File: config.mk
export PLATFORM = sky130hd
export DESIGN_NAME = traceback_processing
export DESIGN_NICKNAME = d
export VERILOG_FILES = /design/src/rtl/traceback_processing.sv
export SDC_FILE = /design/constraint.sdc
export NUM_CORES = 1
export LEC_CHECK = 0
export ABC_CLOCK_PERIOD_IN_PS = 3400
export BUFFER_PORTS_ARGS = -buffer_cell sky130_fd_sc_hd__buf_2
export CORE_MARGIN = 2
export CORE_UTILIZATION = 45
export DETAILED_ROUTE_END_ITERATION = 8
export PLACE_DENSITY = 0.77
export SLEW_MARGIN = 30
export SYNTH_ARGS = -nofsm -noshare
export SYNTH_HDL_FRONTEND = slang
export SYNTH_SLANG_ARGS = --single-unit
File: constraint.sdc
create_clock -name clk -period 3.4 [get_ports clk]
set_input_delay 0.17 -clock clk [delete_from_list [all_inputs] [get_ports clk]]
set_output_delay 0.17 -clock clk [all_outputs]
set_load 0.005 [all_outputs]
File: src/rtl/traceback_processing.sv
// Needleman-Wunsch traceback step: turns one direction symbol plus the current (i,j)
// characters into an aligned character pair and a saturating running alignment score.
module traceback_processing #(
    parameter int         MATCH    = 1,
    parameter int         MISMATCH = -1,
    parameter int         GAP      = -2,
    parameter logic [2:0] GAP_CODE = 3'b111
) (
    input  logic       clk,
    input  logic       rst,
    input  logic       en_traceB,
    input  logic [2:0] SeqA_i_t,
    input  logic [2:0] SeqB_j_t,
    input  logic [2:0] symbol,
    output logic [8:0] final_score,
    output logic [2:0] datoA,
    output logic [2:0] datoB
);

    localparam int DATA_W  = 3;
    localparam int SCORE_W = 9;

    // Clamp a 10-bit sum into the 9-bit signed score range; bits 9 and 8 differ only on overflow.
    function automatic logic signed [SCORE_W-1:0] sat_score(input logic signed [SCORE_W:0] v);
        if (v[SCORE_W] == v[SCORE_W-1])
            return v[SCORE_W-1:0];
        else if (v[SCORE_W])
            return {1'b1, {(SCORE_W-1){1'b0}}};
        else
            return {1'b0, {(SCORE_W-1){1'b1}}};
    endfunction

    logic                      step_p0;
    logic [DATA_W-1:0]         dato_a_p0;
    logic [DATA_W-1:0]         dato_b_p0;
    logic signed [SCORE_W:0]   delta_p0;
    logic signed [SCORE_W:0]   base_p0;
    logic signed [SCORE_W:0]   sum_p0;

    logic                      run_p1;
    logic signed [SCORE_W-1:0] score_p1;
    logic [DATA_W-1:0]         dato_a_p1;
    logic [DATA_W-1:0]         dato_b_p1;

    // Stage p0: decode the step and form the unclamped next score.
    always_comb begin
        step_p0   = en_traceB &&
                    ((symbol == 3'b001) || (symbol == 3'b010) || (symbol == 3'b100));
        dato_a_p0 = SeqA_i_t;
        dato_b_p0 = SeqB_j_t;
        delta_p0  = 10'(GAP);
        case (symbol)
            3'b001:  delta_p0  = (SeqA_i_t == SeqB_j_t) ? 10'(MATCH) : 10'(MISMATCH);
            3'b010:  dato_b_p0 = GAP_CODE;
            3'b100:  dato_a_p0 = GAP_CODE;
            default: ;
        endcase
        // A fresh traceback starts from zero rather than the held score.
        base_p0 = run_p1 ? {score_p1[SCORE_W-1], score_p1} : '0;
        sum_p0  = base_p0 + delta_p0;
    end

    // Stage p1: registered outputs and run flag.
    always_ff @(posedge clk or negedge rst) begin
        if (!rst) begin
            run_p1    <= 1'b0;
            score_p1  <= '0;
            dato_a_p1 <= '0;
            dato_b_p1 <= '0;
        end else if (!en_traceB) begin
            run_p1 <= 1'b0;
        end else if (step_p0) begin
            run_p1    <= 1'b1;
            score_p1  <= sat_score(sum_p0);
            dato_a_p1 <= dato_a_p0;
            dato_b_p1 <= dato_b_p0;
        end
    end

    assign final_score = score_p1;
    assign datoA       = dato_a_p1;
    assign datoB       = dato_b_p1;

endmodule

# Yosys cells after proc, flatten, opt, wreduce, memory -nomap -nowiden
# Index checks and enable logic that the tools add are counted.
[classes] shifts=0 eq_ne=6 div_mod_pow=0 n_mul=0 reduce_logical=4 bitwise_logic=0 add_sub_neg=1 mux=9 n_lt_le_gt_ge=0
[ops] cell="10-bit two-way mux" n=3
[ops] cell="9-bit two-way mux" n=2
[ops] cell="10-bit adder" n=1
[ops] cell="3-bit two-way mux" n=2
[ops] cell="3-bit by 1-bit == test with 1-bit output (second input constant)" n=1
[ops] cell="3-bit by 2-bit == test with 1-bit output (second input constant)" n=1
[ops] cell="3-bit == test" n=1
[ops] cell="3-bit == test (second input constant)" n=1
[ops] cell="1-bit logical OR" n=2
[ops] cell="1-bit two-way mux" n=2
[ops] cell="2-bit by 1-bit inequality test with 1-bit output (second input constant)" n=1
[ops] cell="2-bit AND reduction" n=1
[ops] cell="1-bit == test" n=1
[ops] cell="1-bit logical AND" n=1
[totals] in_bits=12 mem_bits_rw=0 romBits=0 output_inout_bits=15 regBits=16 n_memories=0 latch_bits=0 elab_cells=24

# Depth between registers and ports, before layout
[logic_depth] word_depth=6 depth_mapped=13 ltp_nobuf=11

# Worst setup path before layout
# No wires, ideal clock.
[synth_path] path_kind="input to register" startpoint="in symbol[2]" endpoint="reg score_p1[1], in the netlist final_score[1]" setup_time_ps=104 t_arrival_ps=2799 required_time_ps=3296 path_stages=13 n_path_buf=3 setup_slack_ps=497 cell_sequence="nor3b_2 and4_1 buf_4 clkbuf_1 inv_1 ha_1 nand2_1 o311ai_1 a21oi_1 o22ai_1 buf_2 o211ai_1 o311ai_1"
[synth_between] elab_chain_cells=5 word_cells_on_any_way=12 classes_between="add/sub: 1; eq/ne: 4; mux: 3; reduce/logical: 4"
[synth_lines] element="start: declaration" line="14" rtl="input logic [2:0] symbol,"
[synth_lines] element="3-bit by 1-bit == test with 1-bit output / 3-bit by 2-bit == test with 1-bit output (equally long branches)" line="48, 52"
[synth_lines] element="10-bit two-way mux / 1-bit logical OR (equally long branches)" line="52, 48"
[synth_lines] element="10-bit adder / 1-bit logical OR (equally long branches)" line="60, 48"
[synth_lines] element="9-bit two-way mux (tied with other cells)" line="27" rtl="else if (v[SCORE_W])"
[synth_lines] element="9-bit two-way mux / 2-bit AND reduction (equally long branches)"
[synth_lines] element="end signal: assignment" line="74" rtl="score_p1 <= sat_score(sum_p0);"
[synth_lines] element="end: declaration" line="41" rtl="logic signed [SCORE_W-1:0] score_p1;"
# Parallel ways exist; a longest one is shown, timed or not.
# A chain may end at the register's enable or synchronous reset.

# Worst setup path in the final report
[layout_path] startpoint="reg run_p1" endpoint="reg score_p1[0], in the netlist final_score[0]"
[layout_between] elab_chain_cells=4 word_cells_on_any_way=5 classes_between="add/sub: 1; eq/ne: 1; mux: 3"
[layout_lines] element="start: declaration" line="40" rtl="logic run_p1;"
[layout_lines] element="start signal: assignment" line="66" rtl="run_p1 <= 1'b0;"
[layout_lines] element="start signal: assignment" line="71" rtl="run_p1 <= 1'b0;"
[layout_lines] element="start signal: assignment" line="73" rtl="run_p1 <= 1'b1;"
[layout_lines] element="10-bit two-way mux *" line="59" rtl="base_p0 = run_p1 ? {score_p1[SCORE_W-1], score_p1} : '0;"
[layout_lines] element="10-bit adder *" line="60" rtl="sum_p0 = base_p0 + delta_p0;"
[layout_lines] element="9-bit two-way mux / 1-bit == test (equally long branches)" line="27, 25"
[layout_lines] element="9-bit two-way mux *" line="25" rtl="if (v[SCORE_W] == v[SCORE_W-1])"
# Mark *: on every way between the ends. The rest lies on a longest branch, timed or not.

==> results.tsv <==
metric	value	unit
top cells by area, synth	dfrtp_1 27%, nand2_1 6.4%, nor2_1 4.9%	
Num CTS Buffers	3	
EDFF count, synth	0	
FF/Latch Area	400	um2
Static Leak	0.748	nW
dpl cells	247	
Starting Density	47.6	%
Net Sw Frac	44.0	%
Post-DP Area	1640	um2
largest net degree at the start of global routing	21	
I/O pins	27	
worst-path maximum fanout	14	
asr flop ratio synth	100	%
Worst Setup End Kind	flop	
Final Slew Violations	0	
share of post-route cells with drive strength above 1	20.7	%
number of H-tree levels	1	
Hold WC Path Type	in -> reg	
pre-CTS WS	0.237	ns
core area	3080	um2
syn_area_per_cell	8.01	um2
final setup margin	0.505	ns
net switching power	0.510	mW
fin nets	227	
Tmin final	2.89	ns
Die X	61.1	um
final antenna diode count	0	
post-synth top area share	27.3	%
clock tree buffer depth	2	
worst vdd ir	256	uV
Skew-Pair Late Insertion Delay	0.29	ns
I/O Buffers	26	
hpwl dp	2550	um
CP arrival	3.06	ns
Die Y	61.1	um
final std cells w/o fill	252	
Reg power frac	27.5	%
initial antenna violation count	0	
max-cap check violation count	0	
final hold vios	0	
clock sink count	16	
Post-Syn Nets	201	
TritonRoute pass-1 iters	4	
Area Growth Syn to Fin	15.2	%
Netlist cell types	46	
# DRC	0	
Tightest Pin Transition	0.537	ns
top_reg_cell synth	dfrtp_1	
first-pass GRT wire length	5980	um
Wirelength per Cell	13.3	um
Post-CTS Setup Inserts	0	
fill count	327	
status	complete, no violations	
YS warnings	0	
Synth area leader	dfrtp_1	
Die ar.	3730	um2
setup TNS	0	ns
Worst Skew	0.00218	ns
row cnt	20	
crit path kind	reg -> reg	
count of final setup violators	0	
cell area after synthesis	1470	um2
register area share after synthesis	27.3	%
CTS root buf	clkbuf_4	
vias in the first global route	1382	
Final Cycle Share	85.1	%
DRT antenna net count	0	
First DRT Iteration DRCs	104	
total power	1.16	mW
Critical Path RT	3.56	ns
Via density	5.61	
PD cells	687	nW/um2
Mapped Cells	183	
Synth Register Bits	16	
drt total wl	3350	um
RSZ-0062 raised after global routing	false	
routability cong.	0.885	
area occupied by multi-input gates	988	um2
GRT Residual Overflow	0	
Total GRT Usage	21.0	%
Clk pwr share	11.2	%
CTS tree	done	
Comb pwr share	61.3	%
Finished Cell Area	1690	um2
Worst-path clk slew	0.10	ns
Power Internal	0.650	mW
via count	1413	
Slew HR	64.1	%
CP startpoint kind	flop	
achievable frequency	345	MHz
[cell usage after synthesis, types with 5 or more instances]
library cell	count
nand2_1	25
nor2_1	19
dfrtp_1	16
a21oi_1	9
clkbuf_1	9
nand3_1	9
o21ai_0	9
a211oi_1	7
inv_1	7
and2_1	6
ha_1	5
xnor2_1	5
[timing repair]
action | in CTS | in global routing
endpoints found under the hold margin | 16 | 0
hold buffers | 1 | 0
gates resized for setup | 0 | 0
[final cells by class]
class	count	share of cell area, %
timing repair buffer	32	10.5
multi-input combinational	148	58.6
sequential	16	23.7
inverter	8	1.78
clock buffer	4	2.15
tap	44	3.26
[per-stage QoR]
step / util [%] / hold slack [ns]
after global placement: 53.3 / 0.107
after CTS: 54.8 / 0.126
after global routing: 54.8 / 0.132
final: 54.8 / 0.123
after detailed placement: 53.3 / 0.112
after floorplan: - / -0.126
[worst max-delay path, stage by stage (launching register included)]
cell      delay (ns)
dfrtp_1         0.40
buf_4           0.19
and2_1          0.16
ha_1            0.33
a21o_1          0.24
a21boi_1        0.17
o41ai_4         0.54
a21oi_1         0.24
o211ai_1        0.36
o311ai_2        0.15
[cells by family (layout without fill, tap and decap cells)]
logic type	after synthesis	after routing	synth area share, %
AOI/OAI and AO/OA	59	59	31.5
xor gates and xnor gates	9	9	5.38
adders and majority gates	6	6	5.64
buffers and inverters	19	44	5.21
DFF	16	16	27.3
muxes	3	3	2.05
and+or+nand+nor	71	71	22.9
[path summary, 6_finish.rpt]
check / startpoint / endpoint / slack (ns) / cells after the start
setup / recovery: run_p1$_DFFE_PN0P_ / final_score[0]$_DFFE_PN0P_ / 0.51 / 9
max in group asynchronous: rst / datoB[1]$_DFFE_PN0P_ / 2.82 / 2
hold reg to reg: final_score[5]$_DFFE_PN0P_ / final_score[5]$_DFFE_PN0P_ / 0.50 / 2
hold / removal: SeqA_i_t[0] / datoA[0]$_DFFE_PN0P_ / 0.12 / 3
setup reg to reg: run_p1$_DFFE_PN0P_ / final_score[0]$_DFFE_PN0P_ / 0.51 / 9
min in group asynchronous: rst / datoB[2]$_DFFE_PN0P_ / 0.31 / 2
[power by group through the flow]
stage | Sequential, mW | Clock (mW) | Combinational [mW]
after floorplan | 0.318 | 0 | 0.523
after global placement | 0.322 | 0 | 0.703
after detailed placement | 0.321 | 0 | 0.710
after CTS | 0.319 | 0.133 | 0.715
after global routing | 0.331 | 0.142 | 0.798
final | 0.319 | 0.130 | 0.711
[cells in the final DEF, fill, tap and decap left out, drive strengths merged, types with 2 or more instances in the layout]
cell type	count
a211oi	7
a21boi	2
a21o	4
a21oi	9
a221o	3
a22o	3
a22oi	3
and2	7
buf	31
clkbuf	4
dfrtp	16
ha	5
inv	8
mux2i	3
nand2	25
nand3	9
nand4	4
nor2	19
nor3b	2
o211ai	2
o21ai	10
o22ai	2
o311ai	4
o31ai	4
xnor2	5
xor2	4
[per-layer routing]
metal / track usage (%) / share of wire, %
met1: 28.1 / 47
met2: 35.7 / 48
met3: 2.52 / 3.9
met4: 5.90 / 1.1
met5: 0 / 0
[sequential cells by signal, indices dropped and copies added (netlist names)]
register and count:
final_score 9, datoA 3, datoB 3, run_p1 1
Power figures use the tool's default switching activity.
